$ cat src/rtl/swap_seq_ctrl.sv
// Sequencing controller for the two-register exchange datapath: accepts an
// operand pair and a swap count, exchanges A/B once per clock, then hands off.
module swap_seq_ctrl #(
  parameter int WIDTH = 8,
  parameter int CNT_W = 4
) (
  input  logic             clk,
  input  logic             rst_n,
  input  logic             in_valid,
  output logic             in_ready,
  input  logic [WIDTH-1:0] a_i,
  input  logic [WIDTH-1:0] b_i,
  input  logic [CNT_W-1:0] swaps_i,
  output logic             out_valid,
  input  logic             out_ready,
  output logic [WIDTH-1:0] a_o,
  output logic [WIDTH-1:0] b_o,
  output logic             busy,
  output logic [15:0]      jobs_o
);

  typedef enum logic [1:0] {
    IDLE = 2'd0,
    RUN  = 2'd1,
    DONE = 2'd2
  } state_t;

  state_t           state_reg, state_next;
  logic [WIDTH-1:0] a_reg, a_next;
  logic [WIDTH-1:0] b_reg, b_next;
  logic [CNT_W-1:0] cnt_reg, cnt_next;
  logic [15:0]      jobs_reg, jobs_next;

  always_ff @(posedge clk or negedge rst_n) begin
    if (!rst_n) begin
      state_reg <= IDLE;
      a_reg     <= '0;
      b_reg     <= '0;
      cnt_reg   <= '0;
      jobs_reg  <= '0;
    end else begin
      state_reg <= state_next;
      a_reg     <= a_next;
      b_reg     <= b_next;
      cnt_reg   <= cnt_next;
      jobs_reg  <= jobs_next;
    end
  end

  always_comb begin
    state_next = state_reg;
    a_next     = a_reg;
    b_next     = b_reg;
    cnt_next   = cnt_reg;
    jobs_next  = jobs_reg;
    case (state_reg)
      IDLE: begin
        if (in_valid) begin
          a_next     = a_i;
          b_next     = b_i;
          cnt_next   = swaps_i;
          state_next = (swaps_i == '0) ? DONE : RUN;
        end
      end
      RUN: begin
        // Both sides read pre-edge values, so this is a true exchange.
        a_next = b_reg;
        b_next = a_reg;
        if (cnt_reg != '0) begin
          cnt_next = cnt_reg - CNT_W'(1);
        end
        if (cnt_reg <= CNT_W'(1)) begin
          state_next = DONE;
        end
      end
      DONE: begin
        if (out_ready) begin
          state_next = IDLE;
          jobs_next  = jobs_reg + 16'd1;
        end
      end
      default: begin
        state_next = IDLE;
      end
    endcase
  end

  // Handshake flags depend on state alone, never on in_valid/out_ready.
  assign in_ready  = (state_reg == IDLE);
  assign out_valid = (state_reg == DONE);
  assign busy      = (state_reg != IDLE);
  assign a_o       = a_reg;
  assign b_o       = b_reg;
  assign jobs_o    = jobs_reg;

endmodule
$ cat config.mk
export PLATFORM = sky130hd
export DESIGN_NAME = swap_seq_ctrl
export DESIGN_NICKNAME = d
export VERILOG_FILES = /design/src/rtl/swap_seq_ctrl.sv
export SDC_FILE = /design/constraint.sdc
export NUM_CORES = 1
export LEC_CHECK = 0
export ABC_AREA = 1
export ABC_CLOCK_PERIOD_IN_PS = 2700
export CAP_MARGIN = 20
export CORE_ASPECT_RATIO = 0.6
export CORE_UTILIZATION = 45
export DETAILED_ROUTE_END_ITERATION = 6
export HOLD_SLACK_MARGIN = 0.03
export PLACE_DENSITY = 0.77
export SLEW_MARGIN = 0
export SYNTH_ARGS = -nofsm -noshare
export SYNTH_HDL_FRONTEND = slang
export SYNTH_SLANG_ARGS = --single-unit
$ cat constraint.sdc
create_clock -name clk -period 2.7 [get_ports clk]
set_clock_uncertainty 0.15 [all_clocks]
set_input_delay 0.405 -clock clk [delete_from_list [all_inputs] [get_ports clk]]
set_output_delay 0.405 -clock clk [all_outputs]
set_load 0.02 [all_outputs]
==> impl_metrics.csv <==
group,metric,value,unit
power,netSwitchingFraction,0.418,
global_route,grt_max_degree,39,
power,p_clk_frac,0.164,
timing,fmax,0.450,GHz
setup_path,r2r-start,"state_reg[1]$_DFFE_PN0P_",
routing,drtIter0Drc,63,
outcome,status,"complete, no violations",
power,p_leak,1.24,nW
place,placed_cell_area,2590,um^2
final_layout,final_cells,351,
routing,totalWireLength,4360,um
place,dp_hpwl,3340,um
cts,root_buffer,"clkbuf_8",
global_route,grt_pass1_wl,7040,um
floorplanning,ios,59,
power,ir_drop,608,uV
final_layout,area_growth,36.6,%
floorplanning,core-area,4170,um^2
timing,fin_crit,2.22,ns
setup_path,reg2reg_depth,6,
cts,tritoncts,"built",
hold_path,hold_path.class,"in -> async",
cts,insertion_delay,0.29,ns
power,combPwrFrac,0.517,
global_route,grt_use_total,0.205,
power,switchingPower,0.00119,W
yosys,yosysWarningCount,0,
routing,ant_nets,0,
setup_path,cp_max_fo,4,
cts,cts_setup_buffers,0,
floorplanning,die_h,53.3,um
place,place_congestion,0.775,
timing,fin_tns_setup,0,ns
timing,slew_headroom,0.457,
cts,ctsHoldBuffers,0,
yosys,synth_cells,230,
timing,rsz0062_at_grt,"no",
floorplanning,die_w,87.5,um
cts,clock_sinks,38,
timing,final-setup-viol-count,0,
yosys,syn_area,1970,um^2
power,power.internal,0.00165,W
cts,htreeDepth,2,
routing,firstDrtPassIters,4,
yosys,ys_seq_elements,38,
cts,cts_made_buffers,5,
flow_run,drv_cap,0,
final_layout,fillers,342,
setup_path,worstSetupStartpointType,"flip-flop",
final_layout,final_common_cell,"clkdlybuf4s50_1",
final_layout,drive_gt1_frac,0.0722,
power,powerDensity,1050,nW/um^2
floorplanning,die_area,4660,um^2
cts,cts_resized,0,
cts,clockBufferDepth,2,
routing,drc,0,
timing,timing.final.crit_share,0.824,
global_route,antenna_found_initial,0,
final_layout,diodes,0,
yosys,synth-seq-area-share,0.482,
power,seq_power_share,0.319,
place,placed_cells_incl_taps,343,
final_layout,regArea,951,um^2
routing,vias_per_cell,4.79,
timing,worst_slew_pin_slew,0.815,ns
final_layout,layout_common_cells,"57 x clkdlybuf4s50_1, 50 x nand2_1, 38 x dfrtp_1, 34 x inv_1, 26 x o21ai_0",
global_route,grt_overflow,0,
timing,slew_viol_final,0,
setup_path,path_class,"reg -> out",
final_layout,largest_reg_flops,16,
final_layout,fin_area,2700,um^2
setup_path,cp.arrival,1.67,ns
yosys,yosys.cell_types.count,24,
yosys,syn-num-nets,258,
yosys,avgSynthCellArea,8.58,um^2
setup_path,rr_endpoint,"cnt_reg[1]$_DFFE_PN0P_",
setup_path,cp.required,2.14,ns
timing,hold_viol,0,
routing,wl_per_cell,12.4,um
global_route,grt_pass1_vias,1534,
floorplanning,core.rowCount,18,
floorplanning,start_util,0.474,
final_layout,multi_input_area,841,um^2
cts,path_clk_slew,0.07,ns
setup_path,worst_setup_path_end_kind,"output pin",
final_layout,fin_nets,318,
place,io_buffers,58,
routing,vias,1680,
setup_path,timing.reg2reg.setup_slack,0.94,ns
[power by group through the flow]
stage | sequential [W] | clock [W] | combinational (W)
3_5_place_dp | 0.000918 | 0 | 0.00147
3_3_place_gp | 0.000907 | 0 | 0.00144
4_1_cts | 0.000909 | 0.000471 | 0.00148
6_report | 0.000907 | 0.000466 | 0.00147
5_1_grt | 0.000933 | 0.000495 | 0.00164
2_1_floorplan | 0.00108 | 0 | 0.000793
[metal layers]
metal | part of all wire | vias up | GRT usage | wire length [um]
met4 | 0.014 | 0 | 0.0656 | 62
met3 | 0.034 | 10 | 0.0452 | 148
met2 | 0.44 | 31 | 0.316 | 1910
met1 | 0.51 | 773 | 0.286 | 2230
met5 | 0 | - | 0 | 0
li1 | - | 866 | - | -
[logic make-up after synthesis]
| logic type | synth area share |
|---|---|
| fa+ha+maj | 0.0254 |
| compound gates | 0.135 |
| mux | 0.00571 |
| buf+inv | 0.0919 |
| simple gates | 0.211 |
| xor+xnor | 0.0488 |
| flops | 0.482 |
[stage by stage]
stage / hold WS (ns) / setup WS (ns) / total power [W] / util
finish: 0.0515 / 0.475 / 0.00284 / 0.647
global route: 0.141 / 0.390 / 0.00306 / 0.647
CTS: 0.0856 / 0.473 / 0.00286 / 0.647
detailed placement: 0.356 / 0.761 / 0.00239 / 0.621
global placement: 0.356 / 0.798 / 0.00234 / 0.621
floorplan: -0.0406 / 1.06 / 0.00188 / -
[cells in the mapped netlist]
library cell,n,share of area
xnor2_1,5,0.022
nand2_2,1,0.0032
nor2_1,16,0.030
nor2_4,4,0.023
o211ai_1,16,0.061
ha_1,4,0.025
nand2_1,50,0.095
nor3_1,1,0.0025
buf_6,2,0.011
inv_2,3,0.0057
buf_2,4,0.010
nand3_4,1,0.0089
mux2_2,1,0.0057
nand4_1,4,0.013
a21boi_0,1,0.0038
o21ai_2,1,0.0044
o21ai_0,26,0.066
nand3_1,9,0.023
nand2_4,1,0.0057
nand3b_1,1,0.0038
inv_1,34,0.065
xor2_1,6,0.027
or2_2,1,0.0032
dfrtp_1,38,0.48
[critical path, cell delays in order (launching register included)]
cell and delay, ns:
dfrtp_1 0.46, nor2_1 0.27, clkdlybuf4s50_1 0.66
[worst max-delay path by stage]
stage	to	slack [ns]	start	cells past startpoint
after global routing	busy	0.39	state_reg[1]$_DFFE_PN0P_	3
after global placement	in_ready	0.80	state_reg[1]$_DFFE_PN0P_	2
after floorplan	a_o[3]$_DFFE_PN0P_	1.06	state_reg[1]$_DFFE_PN0P_	5
after detailed placement	jobs_o[12]$_DFFE_PN0P_	0.76	out_ready	8
after CTS	in_ready	0.47	state_reg[1]$_DFFE_PN0P_	2
final	in_ready	0.48	state_reg[1]$_DFFE_PN0P_	2
[area by class of cell]
| cell class | count | area share |
|---|---|---|
| multi-input combinational | 149 | 0.312 |
| clock buffer | 7 | 0.0283 |
| sequential | 38 | 0.353 |
| clock inverter | 1 | 0.0111 |
| timing repair buffer | 59 | 0.216 |
| inverter | 37 | 0.0515 |
| tap | 60 | 0.0279 |
Note: power is estimated with default switching activity, not from simulation.
